===== config.mk =====
export PLATFORM = sky130hd
export DESIGN_NAME = regfile_write_arbiter
export DESIGN_NICKNAME = d
export VERILOG_FILES = /design/src/rtl/regfile_write_arbiter_pkg.sv /design/src/rtl/regfile_write_arbiter_reg_scoreboard.sv /design/src/rtl/regfile_write_arbiter.sv
export SDC_FILE = /design/constraint.sdc
export NUM_CORES = 1
export LEC_CHECK = 0
export CAP_MARGIN = 5
export CORE_MARGIN = 5
export CORE_UTILIZATION = 50
export DETAILED_ROUTE_END_ITERATION = 12
export PLACE_DENSITY = 0.9
export RECOVER_POWER = 25
export SYNTH_ARGS = -nofsm -noshare
export SYNTH_HDL_FRONTEND = slang
export SYNTH_HIERARCHICAL = 1
export SYNTH_SLANG_ARGS = --single-unit

===== constraint.sdc =====
create_clock -name clk -period 3.1 [get_ports clk]
set_input_delay 0.31 -clock clk [delete_from_list [all_inputs] [get_ports clk]]
set_output_delay 0.31 -clock clk [all_outputs]
set_load 0.05 [all_outputs]

===== src/rtl/regfile_write_arbiter_pkg.sv =====
// Shared widths, arbiter state encoding and the hard-wired zero register index
// for the register-file write arbiter.
package regfile_write_arbiter_pkg;

    localparam int RF_ADDR_W = 5;
    localparam int RF_DATA_W = 32;
    localparam int RF_NREGS  = 32;
    localparam int REG_ZERO  = 0;

    typedef enum logic {
        ARB_NORMAL = 1'b0,
        ARB_FORCE  = 1'b1
    } arb_state_t;

endpackage


===== src/rtl/regfile_write_arbiter_reg_scoreboard.sv =====
// Pending-destination scoreboard for MDU results: one bit per register, set on
// accepted issue, cleared on MDU writeback, with a three-operand hazard lookup.
module reg_scoreboard
    import regfile_write_arbiter_pkg::*;
#(
    parameter int ADDR_W = RF_ADDR_W,
    parameter int NREGS  = RF_NREGS
) (
    input  logic              clk,
    input  logic              rst_n,
    input  logic              issue_valid,
    input  logic [ADDR_W-1:0] issue_reg,
    output logic              issue_ready,
    input  logic              clr,
    input  logic [ADDR_W-1:0] clr_reg,
    input  logic [ADDR_W-1:0] rs,
    input  logic [ADDR_W-1:0] rt,
    input  logic [ADDR_W-1:0] rd,
    output logic              hazard,
    input  logic [ADDR_W-1:0] probe_reg,
    output logic              probe_pending
);

    logic [NREGS-1:0] pending;
    logic [NREGS-1:0] pending_next;
    logic             clearing_same;
    logic             set;

    function automatic logic owed(input logic [NREGS-1:0] v, input logic [ADDR_W-1:0] r);
        return (r != ADDR_W'(REG_ZERO)) && v[r];
    endfunction

    // A register being written back this cycle may be re-issued in the same
    // cycle; the new set then overrides the clear.
    assign clearing_same = clr && (clr_reg == issue_reg);
    assign issue_ready   = issue_valid && (!rst_n || !pending[issue_reg] || clearing_same);
    assign set           = rst_n && issue_ready && (issue_reg != ADDR_W'(REG_ZERO));

    always_comb begin
        pending_next = pending;
        if (clr) begin
            pending_next[clr_reg] = 1'b0;
        end
        if (set) begin
            pending_next[issue_reg] = 1'b1;
        end
        pending_next[REG_ZERO] = 1'b0;
    end

    always_ff @(posedge clk) begin
        if (!rst_n) begin
            pending <= '0;
        end else begin
            pending <= pending_next;
        end
    end

    assign hazard        = rst_n && (owed(pending, rs) || owed(pending, rt) || owed(pending, rd));
    assign probe_pending = pending[probe_reg];

endmodule


===== src/rtl/regfile_write_arbiter.sv =====
// Arbitrates the single regfile write port between WB (priority) and the MDU, with
// a starvation counter that forces an MDU grant; write path is 0-cycle combinational.
module regfile_write_arbiter
    import regfile_write_arbiter_pkg::*;
#(
    parameter int ADDR_W   = RF_ADDR_W,
    parameter int DATA_W   = RF_DATA_W,
    parameter int NREGS    = RF_NREGS,
    parameter int MAX_WAIT = 4
) (
    input  logic              clk,
    input  logic              rst_n,
    input  logic              wb_we,
    input  logic [ADDR_W-1:0] wb_reg,
    input  logic [DATA_W-1:0] wb_data,
    output logic              wb_stall,
    input  logic              mdu_valid,
    input  logic [ADDR_W-1:0] mdu_reg,
    input  logic [DATA_W-1:0] mdu_data,
    output logic              mdu_ready,
    input  logic              issue_valid,
    input  logic [ADDR_W-1:0] issue_reg,
    output logic              issue_ready,
    input  logic [ADDR_W-1:0] dec_rs,
    input  logic [ADDR_W-1:0] dec_rt,
    input  logic [ADDR_W-1:0] dec_rd,
    output logic              hazard_stall,
    output logic              rf_we,
    output logic [ADDR_W-1:0] rf_wreg,
    output logic [DATA_W-1:0] rf_wdata
);

    arb_state_t state;
    arb_state_t state_next;
    logic [3:0] wait_cnt;
    logic [3:0] wait_cnt_next;
    logic       grant_wb;
    logic       mdu_pending;

    always_ff @(posedge clk) begin
        if (!rst_n) begin
            state    <= ARB_NORMAL;
            wait_cnt <= '0;
        end else begin
            state    <= state_next;
            wait_cnt <= wait_cnt_next;
        end
    end

    always_comb begin
        state_next    = state;
        wait_cnt_next = wait_cnt;
        grant_wb      = 1'b0;
        mdu_ready     = 1'b0;
        wb_stall      = 1'b0;
        if (rst_n) begin
            case (state)
                ARB_NORMAL: begin
                    grant_wb  = wb_we;
                    mdu_ready = mdu_valid && !wb_we;
                end
                ARB_FORCE: begin
                    mdu_ready = mdu_valid;
                    wb_stall  = wb_we;
                end
                default: ;
            endcase
        end

        // The count tracks consecutive refusals of the result currently offered.
        if (mdu_ready || !mdu_valid) begin
            wait_cnt_next = '0;
        end else if (wait_cnt != 4'(MAX_WAIT)) begin
            wait_cnt_next = wait_cnt + 4'd1;
        end

        case (state)
            ARB_NORMAL: if (wait_cnt_next == 4'(MAX_WAIT)) state_next = ARB_FORCE;
            ARB_FORCE:  if (mdu_ready || !mdu_valid) state_next = ARB_NORMAL;
            default:    state_next = ARB_NORMAL;
        endcase
    end

    always_comb begin
        rf_we    = 1'b0;
        rf_wreg  = '0;
        rf_wdata = '0;
        if (grant_wb) begin
            rf_we    = (wb_reg != ADDR_W'(REG_ZERO));
            rf_wreg  = wb_reg;
            rf_wdata = wb_data;
        end else if (mdu_ready) begin
            rf_we    = (mdu_reg != ADDR_W'(REG_ZERO));
            rf_wreg  = mdu_reg;
            rf_wdata = mdu_data;
        end
    end

    reg_scoreboard #(
        .ADDR_W(ADDR_W),
        .NREGS (NREGS)
    ) u_scoreboard (
        .clk          (clk),
        .rst_n        (rst_n),
        .issue_valid  (issue_valid),
        .issue_reg    (issue_reg),
        .issue_ready  (issue_ready),
        .clr          (mdu_ready),
        .clr_reg      (mdu_reg),
        .rs           (dec_rs),
        .rt           (dec_rt),
        .rd           (dec_rd),
        .hazard       (hazard_stall),
        .probe_reg    (mdu_reg),
        .probe_pending(mdu_pending)
    );

    mdu_result_owed: assert property (@(posedge clk) disable iff (!rst_n)
        mdu_valid |-> (mdu_reg == ADDR_W'(REG_ZERO) || mdu_pending));

endmodule


### After elaboration in Yosys (flattened, before gate mapping)

Index checks and enable logic that the tools add are counted.

| storage, ports and cells | value |
|---|---|
| input port bits | 99 |
| RAM bits | 0 |
| logic and storage cells | 76 |
| memories kept | 0 |
| bits in latches | 0 |
| register bits | 37 |
| bits in read-only memories | 0 |

| cells by class | value |
|---|---|
| multipliers | 0 |
| reduce and logical (&&, ||, !) cells | 26 |
| add/subtract/negate cells | 1 |
| bitwise operators | 4 |
| div/mod/pow operators | 0 |
| shift-type cells | 0 |
| mux-type cells | 31 |
| eq/ne operators | 3 |
| $lt $le $gt $ge | 7 |

Operator list:

| kind | count |
|---|---|
| $mux W32 | 4 |
| $and A32 B32 Y32 | 1 |
| $not A32 Y32 | 1 |
| $or A32 B32 Y32 | 1 |
| $lt A5 B6 Y1 const B | 5 |
| $reduce_bool A5 Y1 | 6 |
| $bmux W1 S5 | 4 |
| $mux W1 | 15 |
| $logic_and A1 B1 Y1 | 11 |
| $demux W1 S5 | 2 |
| $ge A5 B1 Y1 const B | 2 |
| $mux W5 | 2 |
| $mux W4 | 2 |
| $eq A5 B5 Y1 | 1 |
| $logic_or A1 B1 Y1 | 5 |
| $add A4 B1 Y4 const B | 1 |
| $eq A4 B3 Y1 const B | 1 |
| $logic_not A1 Y1 | 4 |
| $ne A4 B3 Y1 const B | 1 |
| $pmux W1 S2 | 2 |
| $not A1 Y1 | 1 |

### Logic depth before layout (Yosys ltp)

| depth | value |
|---|---|
| word-level depth | 10 |
| mapped depth | 9 |

### Cells and area by module

Netlist, hierarchy kept.

Modules (own cells, without submodules):

| module | seq. area each (um2) | area an instance (um2) | cells each | instances |
|---|---|---|---|---|
| reg_scoreboard | 620.6 | 3149.3 | 331 | 1 |
| regfile_write_arbiter | 100.1 | 691.9 | 83 | 1 |

### Worst setup path after synthesis

No wires, ideal clock.

| path | value |
|---|---|
| path kind | input -> output |
| from | in issue_reg[0] |
| to | out issue_ready |
| required time | 2.790 ns |
| stages on the path | 7 |
| path buffers | 2 |
| path slack | 0.050 ns |
| data arrival time | 2.740 ns |
| path through | buf_6 mux4_2 a221oi_1 a31o_2 o211ai_2 buf_6 a21boi_0 |

| on the way | value |
|---|---|
| longest elaborated chain between the ends | 6 |
| elaborated cells on any way between the ends | 8 |
| classes of those cells | 1 x eq/ne; 2 x mux; 5 x reduce/logical |

RTL lines:

| element | line | RTL |
|---|---|---|
| start: declaration | regfile_write_arbiter.sv:22 | `input logic [ADDR_W-1:0] issue_reg,` |
| $bmux W1 S5 | regfile_write_arbiter_reg_scoreboard.sv:36 | `assign issue_ready = issue_valid && (!rst_n \|\| !pending[issue_reg] \|\| clearing_same);` |
| $mux W1 (implied by the code) | regfile_write_arbiter_reg_scoreboard.sv:36 |  |
| $logic_not A1 Y1 | regfile_write_arbiter_reg_scoreboard.sv:36 |  |
| $logic_or A1 B1 Y1 | regfile_write_arbiter_reg_scoreboard.sv:36 |  |
| $logic_or A1 B1 Y1 * | regfile_write_arbiter_reg_scoreboard.sv:36 |  |
| $logic_and A1 B1 Y1 * | regfile_write_arbiter_reg_scoreboard.sv:36 |  |
| end: declaration | regfile_write_arbiter.sv:23 | `output logic issue_ready,` |

Every way passes the cells marked *; elsewhere a longest branch is shown, timed or not. The select of a mux whose other input is x is not followed.

### Worst setup path after layout

| path | value |
|---|---|
| from | in dec_rd[0] |
| to | out hazard_stall |

| on the way | value |
|---|---|
| longest elaborated chain between the ends | 5 |
| elaborated cells on any way between the ends | 6 |
| classes of those cells | 2 x mux; 4 x reduce/logical |

RTL lines:

| element | line | RTL |
|---|---|---|
| start: declaration | regfile_write_arbiter.sv:26 | `input logic [ADDR_W-1:0] dec_rd,` |
| $bmux W1 S5 | regfile_write_arbiter_reg_scoreboard.sv:30 | `return (r != ADDR_W'(REG_ZERO)) && v[r];` |
| $mux W1 (implied by the code) | regfile_write_arbiter_reg_scoreboard.sv:30 |  |
| $logic_and A1 B1 Y1 * | regfile_write_arbiter_reg_scoreboard.sv:30 |  |
| $logic_or A1 B1 Y1 * | regfile_write_arbiter_reg_scoreboard.sv:58 | `assign hazard = rst_n && (owed(pending, rs) \|\| owed(pending, rt) \|\| owed(pending, rd));` |
| $logic_and A1 B1 Y1 * | regfile_write_arbiter_reg_scoreboard.sv:58 |  |
| end: declaration | regfile_write_arbiter.sv:27 | `output logic hazard_stall,` |

Marks and branches as above.

==> reports/summary.txt <==
critical path arrival: 2700 ps
pre-CTS WS: 86.1 ps
relative slew slack: 42.8%
effective utilization at floorplan: 50.4%
antenna violations before repair: 0
max_cap viols: 0
syn_nets: 499
total track usage: 32.5%
GPL Wtd Cong: 0.927
DR vias: 4323
# hold bufs at CTS: 0
most frequent cells in the layout: clkdlybuf4s50_1, nand2_1, nor2_1, a22o_1, dfxtp_1
FMAX: 332 MHz
Crit path max-delay family: buffers and inverters
status: complete, no violations
first-pass GRT wire length: 22.5 mm
yosys warns: 6
Post-route DRC: 0
initial DRC count: 722
row count: 31
Clk Latency, worst-skew pair: 290 ps
Worst Path Buf+Inv: 2
Setup CP Type: in2out
R2R cell count: 7
Remaining Overflow, GRT: 0
Filler cells: 520
most common cell after layout, fill and taps aside: clkdlybuf4s50_1
drt pass-1 iters: 6
final count of hold timing violations: 0
largest net degree at the start of global routing: 41
RSZ-0062 raised after global routing: no
nets: 620
worst r2r src: state
# Post-CTS Setup Buffers: 0
share of layout cells above drive strength 1: 17.5%
TritonCTS Buffers: 5
Crit path depth: 7
count of final setup violators: 0
VDD IR max: 0.000217 V
Worst EP required: 2790 ps
Synth Area per Inst: 9.04 µm²
PwrDens: 275 nW/µm²
IO Pins: 141
antenna-violating nets left: 0
Die Span X: 94.8 µm
Worst-Margin Slew: 858 ps
CTS clock-pin slew for the worst setup and hold paths: 70 ps
critical path cell sequence: clkdlybuf4s50_1, mux4_2, mux2i_1, nor3b_1, or4_1, o31a_1, buf_4
Slew Viols, Final: 0
final HPWL from detailed placement: 11.2 mm
Worst Setup EP: hazard_stall
Final WS setup: 90.6 ps
area delta synth->final: 48.0%
crit start category: input port
endpoint class of the critical path: output port
Critical R2R Capture: u_scoreboard/pending[17]
critical path startpoint: dec_rd[0]
TNS Setup: 0 ps
core area: 7140 µm²
critical-path maximum fanout: 4
clock buffer depth: 2
TritonCTS clock tree: built
die area: 8990 µm²
drt total wl: 14.9 mm
Hold Crit Class: reg2reg
number of global-route vias before repair: 4295
crit path time final: 3010 ps
Synth Cell Area: 3600 µm²
CTS Root Cell: clkbuf_8
Crit-path slowest cell: clkdlybuf4s50_1
port bufs: 140
Vias/cell: 7.00
Final Skew: 5.97 ps
Syn Inst Count: 398
DR WL/cell: 24.0 µm
H-tree levels: 2
final critical-path share of the clock period: 97.1%
Worst R2R Setup Slack: 820 ps
Sink Count: 36
LEAKAGE: 1.94 nW
ANT cells: 0
Die Span Y: 94.8 µm
hold_ws: 628 ps
CP max stage delay: 580 ps
==> routing by layer <==
layer / part of all wire, % / vias up / GRT usage (%)
li1: - / 1834 / -
met5: 0 / - / 0
met3: 13 / 81 / 7.89
met2: 50 / 427 / 58.5
met4: 5.1 / 0 / 14.4
met1: 33 / 1981 / 36.0
==> flip-flops by register name (all words and copies together) (netlist names) <==
signal / count
u_scoreboard/pending: 31
wait_cnt: 4
state: 1
==> repair_timing <==
| action | in CTS | in global routing |
|---|---|---|
| endpoints found under the setup margin | 0 | 1 |
| hold endpoints to repair | 0 | 0 |
| resized for setup | 0 | 2 |
==> area by class of cell <==
class | count | area [µm²] | share of cell area (%)
multi-input combinational | 316 | 2580 | 48.4
timing repair buffer | 156 | 1790 | 33.6
sequential | 36 | 721 | 13.5
tap | 99 | 124 | 2.33
clock buffer | 7 | 96.3 | 1.81
inverter | 4 | 15.0 | 0.282
==> report_power, final <==
group / total (mW) / internal (mW) / switching [mW]
Clock: 0.369 / 0.198 / 0.171
Sequential: 0.484 / 0.470 / 0.0139
Combinational: 0.609 / 0.292 / 0.317
Total: 1.46 / 0.960 / 0.502
==> how the worst min path moves through the flow <==
stage                                         from                  endpoint  cells after the start
final                      u_scoreboard/pending[7]   u_scoreboard/pending[7]                      2
after global routing      u_scoreboard/pending[19]  u_scoreboard/pending[19]                      2
after floorplan                              rst_n               wait_cnt[3]                      2
after detailed placement   u_scoreboard/pending[7]   u_scoreboard/pending[7]                      2
after global placement    u_scoreboard/pending[19]  u_scoreboard/pending[19]                      2
after CTS                  u_scoreboard/pending[7]   u_scoreboard/pending[7]                      2
==> metrics by stage <==
stage / cells / utilization, % / cell area, µm² / power, mW
final: 618 / 74.6 / 5320 / 1.46
after global routing: 618 / 74.6 / 5320 / 1.50
after CTS: 618 / 76.7 / 5480 / 1.48
after detailed placement: 611 / 75.4 / 5380 / 1.13
after global placement: 611 / 75.4 / 5380 / 1.11
after floorplan: 398 / - / 3600 / 0.798
==> worst min-delay path: cells and delay by family, from the launching register on <==
kind            cells  cell delay, ps
flops               1             420
compound gates      2             180
No activity file was read; power rests on OpenSTA's default activity.
